**src/rtl/ps2_pad_ctrl.sv**
```systemverilog
// ps2_pad_ctrl: autonomous DualShock-style PS2 pad poller with frame validation.
// Define PS2_RUMBLE_EN to add the motor_small/motor_large rumble inputs.
module ps2_pad_ctrl #(
  parameter int HALF_BIT_CYC = 240,
  parameter int SETUP_HALF   = 2,
  parameter int GAP_HALF     = 2,
  parameter int HOLD_HALF    = 2,
  parameter int POLL_CYC     = 800000
) (
  input  logic        CLK_40M,
  input  logic        rst,
  input  logic        di,
  input  logic        poll_now,
`ifdef PS2_RUMBLE_EN
  input  logic        motor_small,
  input  logic [7:0]  motor_large,
`endif
  output logic        sdo,
  output logic        sclk,
  output logic        scs,
  output logic [15:0] buttons,
  output logic [7:0]  data_r_x,
  output logic [7:0]  data_r_y,
  output logic [7:0]  data_l_x,
  output logic [7:0]  data_l_y,
  output logic [7:0]  pad_id,
  output logic        pad_present,
  output logic        frame_valid,
  output logic        busy
);

  localparam int HW = $clog2(HALF_BIT_CYC);
  localparam int PW = $clog2(POLL_CYC);
  localparam logic [HW-1:0] HALF_LAST  = HW'(HALF_BIT_CYC - 1);
  localparam logic [PW-1:0] POLL_LAST  = PW'(POLL_CYC - 1);
  localparam logic [7:0]    SETUP_LAST = 8'(SETUP_HALF - 1);
  localparam logic [7:0]    GAP_LAST   = 8'(GAP_HALF - 1);
  localparam logic [7:0]    HOLD_LAST  = 8'(HOLD_HALF - 1);
  localparam logic [3:0]    LAST_BYTE  = 4'd8;

  typedef enum logic [2:0] {IDLE, SETUP, SHIFT, GAP, HOLD} state_t;

  state_t          state;
  logic [HW-1:0]   half_cnt;
  logic [PW-1:0]   poll_cnt;
  logic [7:0]      ph_cnt;
  logic [3:0]      byte_idx;
  logic [8:1][7:0] rx;
  logic [7:0]      tx_byte;
  logic            done;
  logic            tick, poll_exp, start, frame_ok;

`ifdef PS2_RUMBLE_EN
  logic            motor_small_q;
  logic [7:0]      motor_large_q;
`endif

  assign tick     = (half_cnt == HALF_LAST);
  assign poll_exp = (poll_cnt == POLL_LAST);
  assign start    = (state == IDLE) && (poll_exp || poll_now);
  assign frame_ok = (rx[2] == 8'h5A) && ((rx[1] == 8'h41) || (rx[1] == 8'h73));

  always_comb begin
    tx_byte = 8'h00;
    case (byte_idx)
      4'd0: tx_byte = 8'h01;
      4'd1: tx_byte = 8'h42;
`ifdef PS2_RUMBLE_EN
      4'd3: tx_byte = {7'b0, motor_small_q};
      4'd4: tx_byte = motor_large_q;
`endif
      default: tx_byte = 8'h00;
    endcase
  end

  // Half-period timebase; realigned to each frame start so ticks are frame-relative.
  always_ff @(posedge CLK_40M or posedge rst) begin
    if (rst)               half_cnt <= '0;
    else if (start || tick) half_cnt <= '0;
    else                   half_cnt <= half_cnt + 1'b1;
  end

  always_ff @(posedge CLK_40M or posedge rst) begin
    if (rst) begin
      state       <= IDLE;
      poll_cnt    <= '0;
      ph_cnt      <= '0;
      byte_idx    <= '0;
      rx          <= '0;
      done        <= 1'b0;
      scs         <= 1'b1;
      sclk        <= 1'b1;
      sdo         <= 1'b1;
      busy        <= 1'b0;
      buttons     <= 16'h0000;
      data_r_x    <= 8'h80;
      data_r_y    <= 8'h80;
      data_l_x    <= 8'h80;
      data_l_y    <= 8'h80;
      pad_id      <= 8'h00;
      pad_present <= 1'b0;
      frame_valid <= 1'b0;
`ifdef PS2_RUMBLE_EN
      motor_small_q <= 1'b0;
      motor_large_q <= 8'h00;
`endif
    end else begin
      done        <= 1'b0;
      frame_valid <= 1'b0;
      poll_cnt    <= poll_exp ? '0 : poll_cnt + 1'b1;

      case (state)
        IDLE: begin
          if (start) begin
            state    <= SETUP;
            scs      <= 1'b0;
            busy     <= 1'b1;
            byte_idx <= '0;
            ph_cnt   <= '0;
            poll_cnt <= '0;
`ifdef PS2_RUMBLE_EN
            motor_small_q <= motor_small;
            motor_large_q <= motor_large;
`endif
          end
        end
        SETUP: begin
          if (tick) begin
            if (ph_cnt == SETUP_LAST) begin
              state  <= SHIFT;
              ph_cnt <= '0;
            end else begin
              ph_cnt <= ph_cnt + 1'b1;
            end
          end
        end
        SHIFT: begin
          if (tick) begin
            // Even ticks drive CMD on the falling edge, odd ticks sample DAT on the rise.
            if (!ph_cnt[0]) begin
              sclk <= 1'b0;
              sdo  <= tx_byte[ph_cnt[3:1]];
            end else begin
              sclk <= 1'b1;
              if (byte_idx != 4'd0) rx[byte_idx][ph_cnt[3:1]] <= di;
            end
            if (ph_cnt == 8'd15) begin
              ph_cnt <= '0;
              state  <= (byte_idx < LAST_BYTE) ? GAP : HOLD;
            end else begin
              ph_cnt <= ph_cnt + 1'b1;
            end
          end
        end
        GAP: begin
          if (tick) begin
            if (ph_cnt == GAP_LAST) begin
              state    <= SHIFT;
              ph_cnt   <= '0;
              byte_idx <= byte_idx + 1'b1;
            end else begin
              ph_cnt <= ph_cnt + 1'b1;
            end
          end
        end
        HOLD: begin
          if (tick) begin
            if (ph_cnt == HOLD_LAST) begin
              state  <= IDLE;
              ph_cnt <= '0;
              scs    <= 1'b1;
              sclk   <= 1'b1;
              sdo    <= 1'b1;
              busy   <= 1'b0;
              done   <= 1'b1;
            end else begin
              ph_cnt <= ph_cnt + 1'b1;
            end
          end
        end
        default: state <= IDLE;
      endcase

      // Commit the captured frame one cycle after ATT releases.
      if (done) begin
        pad_id      <= rx[1];
        pad_present <= frame_ok;
        frame_valid <= frame_ok;
        if (frame_ok) begin
          buttons <= ~{rx[4], rx[3]};
          if (rx[1] == 8'h73) begin
            data_r_x <= rx[5];
            data_r_y <= rx[6];
            data_l_x <= rx[7];
            data_l_y <= rx[8];
          end else begin
            data_r_x <= 8'h80;
            data_r_y <= 8'h80;
            data_l_x <= 8'h80;
            data_l_y <= 8'h80;
          end
        end
      end
    end
  end

endmodule
```
**config.mk**
```make
export PLATFORM = sky130hd
export DESIGN_NAME = ps2_pad_ctrl
export DESIGN_NICKNAME = d
export VERILOG_FILES = /design/src/rtl/ps2_pad_ctrl.sv
export SDC_FILE = /design/constraint.sdc
export NUM_CORES = 1
export LEC_CHECK = 0
export CORE_MARGIN = 1.5
export CORE_UTILIZATION = 60
export CTS_CLUSTER_DIAMETER = 150
export DETAILED_ROUTE_END_ITERATION = 16
export DONT_BUFFER_PORTS = 1
export PLACE_DENSITY = 0.76
export SLEW_MARGIN = 40
export SYNTH_ARGS = -nofsm -noshare
export SYNTH_HDL_FRONTEND = slang
export SYNTH_SLANG_ARGS = --single-unit
```
**constraint.sdc**
```tcl
create_clock -name CLK_40M -period 7.8 [get_ports CLK_40M]
set_clock_uncertainty 0.05 [all_clocks]
set_input_delay 2.34 -clock CLK_40M [delete_from_list [all_inputs] [get_ports CLK_40M]]
set_output_delay 2.34 -clock CLK_40M [all_outputs]
set_load 0.02 [all_outputs]
```
==> reports/results.ini <==
[route]
vias_per_cell=5.92
wirelength_met1_um=6420
wl_per_cell_um=18.3
top_layer=met4
drt_first_pass_iters=4
wl_met3_um=938
routed-wl-met2_um=7480
wl_um=15300
num_vias=4944
drc=0
final_antenna_net_count=0
dr.first_iter.drc_count=292

[sta]
hold_viol_final=0
relSlewSlack_pct=50.9
max_freq_mhz=275
rsz0062_at_grt=false
worstMarginPinSlew_ns=0.734
min_period_ns=3.64
fin_setup_tns_ns=0
fin_crit_sh_pct=46.7
setup_viol=0
slew_viol_final=0

[worst_setup_path]
critPathLaunchType=primary input
crit_arrival_ns=3.91
crit_chain=or4b_2, o41ai_1, a21oi_1, nand2_1, mux2_2
crit_family=simple AND/OR/NAND/NOR gates
max_stage_delay_ns=0.61
end_kind=flip-flop
setup.worst_path.class=in -> reg
crit_required_ns=8.07
cp_max_fo=9
worstPathBufferInverterCount=0
crit_slowest_cell=or4b_2
worstRegToRegCells=5
cp.depth=5

[floorplan]
io_pins=66
core_um2=12200
start_util_pct=62.1
die_x_um=115
die_area_um2=13300
row_count=40
die_h_um=115

[placed_design]
io_buffers=0
gp_congestion=0.841
dp_hpwl_um=10100

[final_layout]
final_nets=666
layout_common_cells=dfrtp_1, nand2_1, nor2_1
diodes=0
fillers=897
layout-drive-gt1-share_pct=13.9
area_growth_pct=9.95
final_common_cell=dfrtp_1

[yosys]
yosysTopAreaCell=dfrtp_1
postSynth.asyncResetShare_pct=100
synth-seq-cells=170
synth.yosys.warnings=0
netlist_instances=666
ys.flop_type=dfrtp_1
syn_area_per_cell_um2=11.3
netlist_top_cells_area=dfrtp_1, mux2_1, mux2_2
syn_area_um2=7560
yosysUniqueCellTypes=60
synth-edff-count=0
yosysSeqAreaShare_pct=56.4
synth_top_area_share_pct=54.0
syn-num-nets=678

[clocking]
clkSinkCount=170
postCtsHoldBufs=0
ctsLongestPathBuffers=2
htree_levels=4
postCtsSetupRepairBufs=0
cts_tree=yes
clock_latency_ns=0.43
post_cts_resized=0
numCtsBuffers=17
root_buffer=clkbuf_16
path_clk_slew_ns=0.06

[pwr]
p_per_area_nw_per_um2=246
power_uw=2040
ir_drop_v=0.000130
power.leakage_uw=0.00357

[grt]
grt_util_all_layers_pct=25.4
antenna_found_initial=0
grt_pass1_wl_um=25600
grt_max_degree=100
first_global_vias=5120
gr-total-overflow=0

[run_status]
status=finished, final reports clean

[min_path]
min_path_cells=1
min_path_type=reg -> reg

[job]
drv_cap=0

where the power goes:
part | switching [µW] | internal [µW]
sequential | 63.6 | 942
clock | 339 | 529
combinational | 99.3 | 70.9
total | 501 | 1540
stage by stage:
| stage | utilization [%] | area [µm²] | hold slack, ns | std cells | worst slack, ns |
|---|---|---|---|---|---|
| 2_1_floorplan | - | 7560 | 0.383 | 666 | 0.818 |
| 6_report | 68.3 | 8310 | 0.408 | 835 | 4.16 |
| 3_3_place_gp | 63.0 | 7660 | 0.392 | 803 | 3.80 |
| 5_1_grt | 68.3 | 8310 | 0.435 | 835 | 4.12 |
| 4_1_cts | 68.2 | 8290 | 0.410 | 835 | 4.19 |
| 3_5_place_dp | 63.1 | 7680 | 0.402 | 803 | 3.73 |
layer usage:
layer  GRT usage (%)  vias up
li1                -     2324
met1            31.6     2455
met2            40.4      128
met3            8.12       37
met4            12.5        0
met5               0        -
registers in the layout, summed over array words and instances (netlist names), 4 cells and up:
register	cells
ph_cnt	8
pad_id	8
data_l_y	8
data_r_y	8
byte_idx	4
data_r_x	8
poll_cnt	20
rx	64
half_cnt	8
data_l_x	8
buttons	16
synthesized netlist by cell type, drive strengths merged (14+ instances only):
| cell type | instances |
|---|---|
| a22o | 31 |
| clkbuf | 25 |
| dfrtp | 163 |
| inv | 16 |
| mux2 | 74 |
| nand2 | 96 |
| nand3 | 19 |
| nand4 | 14 |
| nor2 | 48 |
| nor3 | 14 |
| o21ai | 26 |
| xnor2 | 18 |
worst paths after layout:
kind,startpoint,slack (ns),endpoint
max in group asynchronous,rst,4.80,half_cnt[7]$_DFF_PP0_
setup / recovery,poll_now,4.16,ph_cnt[2]$_DFFE_PP0P_
hold / removal,poll_cnt[0]$_DFF_PP0_,0.41,poll_cnt[0]$_DFF_PP0_
hold reg to reg,poll_cnt[0]$_DFF_PP0_,0.41,poll_cnt[0]$_DFF_PP0_
setup reg to reg,half_cnt[4]$_DFF_PP0_,4.88,rx[32]$_DFFE_PP0P_
min in group asynchronous,rst,1.81,buttons[6]$_DFFE_PP0P_
layout make-up:
| cell class | count | area (µm²) | share of cell area [%] |
|---|---|---|---|
| Clock buffer | 22 | 474 | 5.71 |
| Clock inverter | 10 | 138 | 1.66 |
| Inverter | 17 | 71.3 | 0.858 |
| Multi-Input combinational cell | 446 | 3130 | 37.7 |
| Sequential cell | 170 | 4260 | 51.3 |
| Tap cell | 168 | 210 | 2.53 |
| Timing Repair Buffer | 2 | 18.8 | 0.226 |
logic make-up (layout without fill, tap and decap cells):
family / Yosys count / in the layout / synth area share, %
flip-flops: 170 / 170 / 56.4
adder cells (fa/ha/maj): 8 / 8 / 1.32
AO/OA/AOI/OAI: 94 / 94 / 9.01
multiplexers: 75 / 75 / 11.3
buffers and inverters: 50 / 51 / 2.55
AND/OR/NAND/NOR: 244 / 244 / 16.5
XOR/XNOR: 25 / 25 / 2.90
No activity file was read; power rests on OpenSTA's default activity.
==> patch (same flow settings) <==
Build with the macro `PS2_RUMBLE_EN` defined.
--- a/src/rtl/ps2_pad_ctrl.sv
+++ b/src/rtl/ps2_pad_ctrl.sv
@@ -1,5 +1,7 @@
 // ps2_pad_ctrl: autonomous DualShock-style PS2 pad poller with frame validation.
 // Define PS2_RUMBLE_EN to add the motor_small/motor_large rumble inputs.
+`define PS2_RUMBLE_EN
+
 module ps2_pad_ctrl #(
   parameter int HALF_BIT_CYC = 240,
   parameter int SETUP_HALF   = 2,
Interface: changed (added motor_large and motor_small); port bits go from 66 to 75. The function was not compared with the original's and may differ.
==> patch against the original RTL <==
  * Wire length up 8.2%
  * Utilization fell by 2.0 points
  * Cell count increased by 4.3%
  * Die area up 6.1%
  * Worst setup slack gained 0.21 ns
  * Hold slack improved by 0.0012 ns
  * Critical path type is now register to output pin
  * Sequential cell count rose by 9
  * Synthesized cell count up 4.2%
  * Cell area increased by 4.8%
  * Synthesized area is 6.3% higher
  * First-iteration DRC count grew 100%
  * Register-to-register slack improved by 0.16 ns
Power is not compared: it rests on default switching activity, and its combinational part moved more than twofold at a synthesized area within 25%.
==> patch: results (changes against the original RTL) <==
RR Startpoint ph_cnt[1]; post-synthesis adder-cell area fraction 0.01246 (-0.0007842); Distinct cells, synth 66 (+10%); Avg WL per Cell 18.99 um (+3.7%); Worst-Margin Slew 0.7561 ns (+0.02192 ns); syn nets 715 (+5.5%); Crit path arrival time 1.04 ns (-2.87 ns); top cells by area, synth dfrtp_1 (54%), mux2_2 (11%), nor3_1 (4.2%); reg2reg setup slack 5.04 ns (+0.16 ns); DR pass1 iterations 5 (+1); CP endpoint data_r_y[7]; crit path max fanout 2 (-7); r2r worst-path depth 7 (+2); post-synthesis mux area share 0.1165 (+0.003928); layout cells sized above 1 0.2014 (+0.06201); vias in the first global route 5340 (+4.3%); DR iter-0 viols 596 (+100%); top cells by count, synth dfrtp_1 (172), mux2_2 (80), nor3_1 (67); Worst Setup SP data_r_y[7]; xor and xnor area share after synthesis 0.02617 (-0.002806); Overall Global Routing Usage 0.2493 (-0.004826); HPWL after detailed placement 10800 um (+7.2%); DR vias/cell 6.175 (+4.3%); R2R Path End state[0]; first-pass GRT wire length 27720 um (+8.3%); status complete, no violations
[patch: logic make-up after synthesis]
group                    after synthesis
AND/OR/NAND/NOR                      252
flip-flops                           179
AO/OA/AOI/OAI                         99
multiplexers                          83
buffers and inverters                 49
XOR/XNOR                              24
adder cells (fa/ha/maj)                8
[patch: worst min-delay path by stage]
stage                     start     endpoint  slack (ns)
global placement    poll_cnt[0]  poll_cnt[0]        0.40
global route             rx[25]   buttons[9]        0.43
finish              poll_cnt[0]  poll_cnt[0]        0.41
floorplan           poll_cnt[0]  poll_cnt[0]        0.38
detailed placement  poll_cnt[0]  poll_cnt[0]        0.40
CTS                 poll_cnt[0]  poll_cnt[0]        0.41
[patch: layout make-up]
cell class,count,share of cell area
sequential,179,0.5152
timing repair buffer,4,0.003447
inverter,14,0.007469
clock inverter,12,0.01508
tap,176,0.02528
multi-input combinational,466,0.3822
clock buffer,20,0.05128
[patch: metrics by stage]
step	cell area, um2	instances	utilization	worst slack [ns]	hold WS (ns)
finish	8711	871	0.6630	4.366	0.4093
global route	8711	871	0.6630	4.338	0.4266
CTS	8697	871	0.6620	4.351	0.4089
detailed placement	8119	839	0.6180	4.046	0.4006
global placement	8113	839	0.6175	3.918	0.3973
floorplan	8031	694	-	0.5630	0.3831
[patch: power breakdown]
| group | total [mW] | internal (mW) | switching (mW) | leakage [nW] |
|---|---|---|---|---|
| Combinational | 0.0194 | 0.00205 | 0.0173 | 1.31 |
| Clock | 0.837 | 0.481 | 0.356 | 0.285 |
| Sequential | 0.931 | 0.930 | 0.000932 | 2.39 |
[patch: metal layers]
layer  vias up  GRT usage  share of wire
met5         -          0              0
li1       2488          -              -
met4         0    0.07455          0.018
met2       164     0.3892           0.47
met1      2700     0.3333           0.44
met3        26    0.08398          0.066
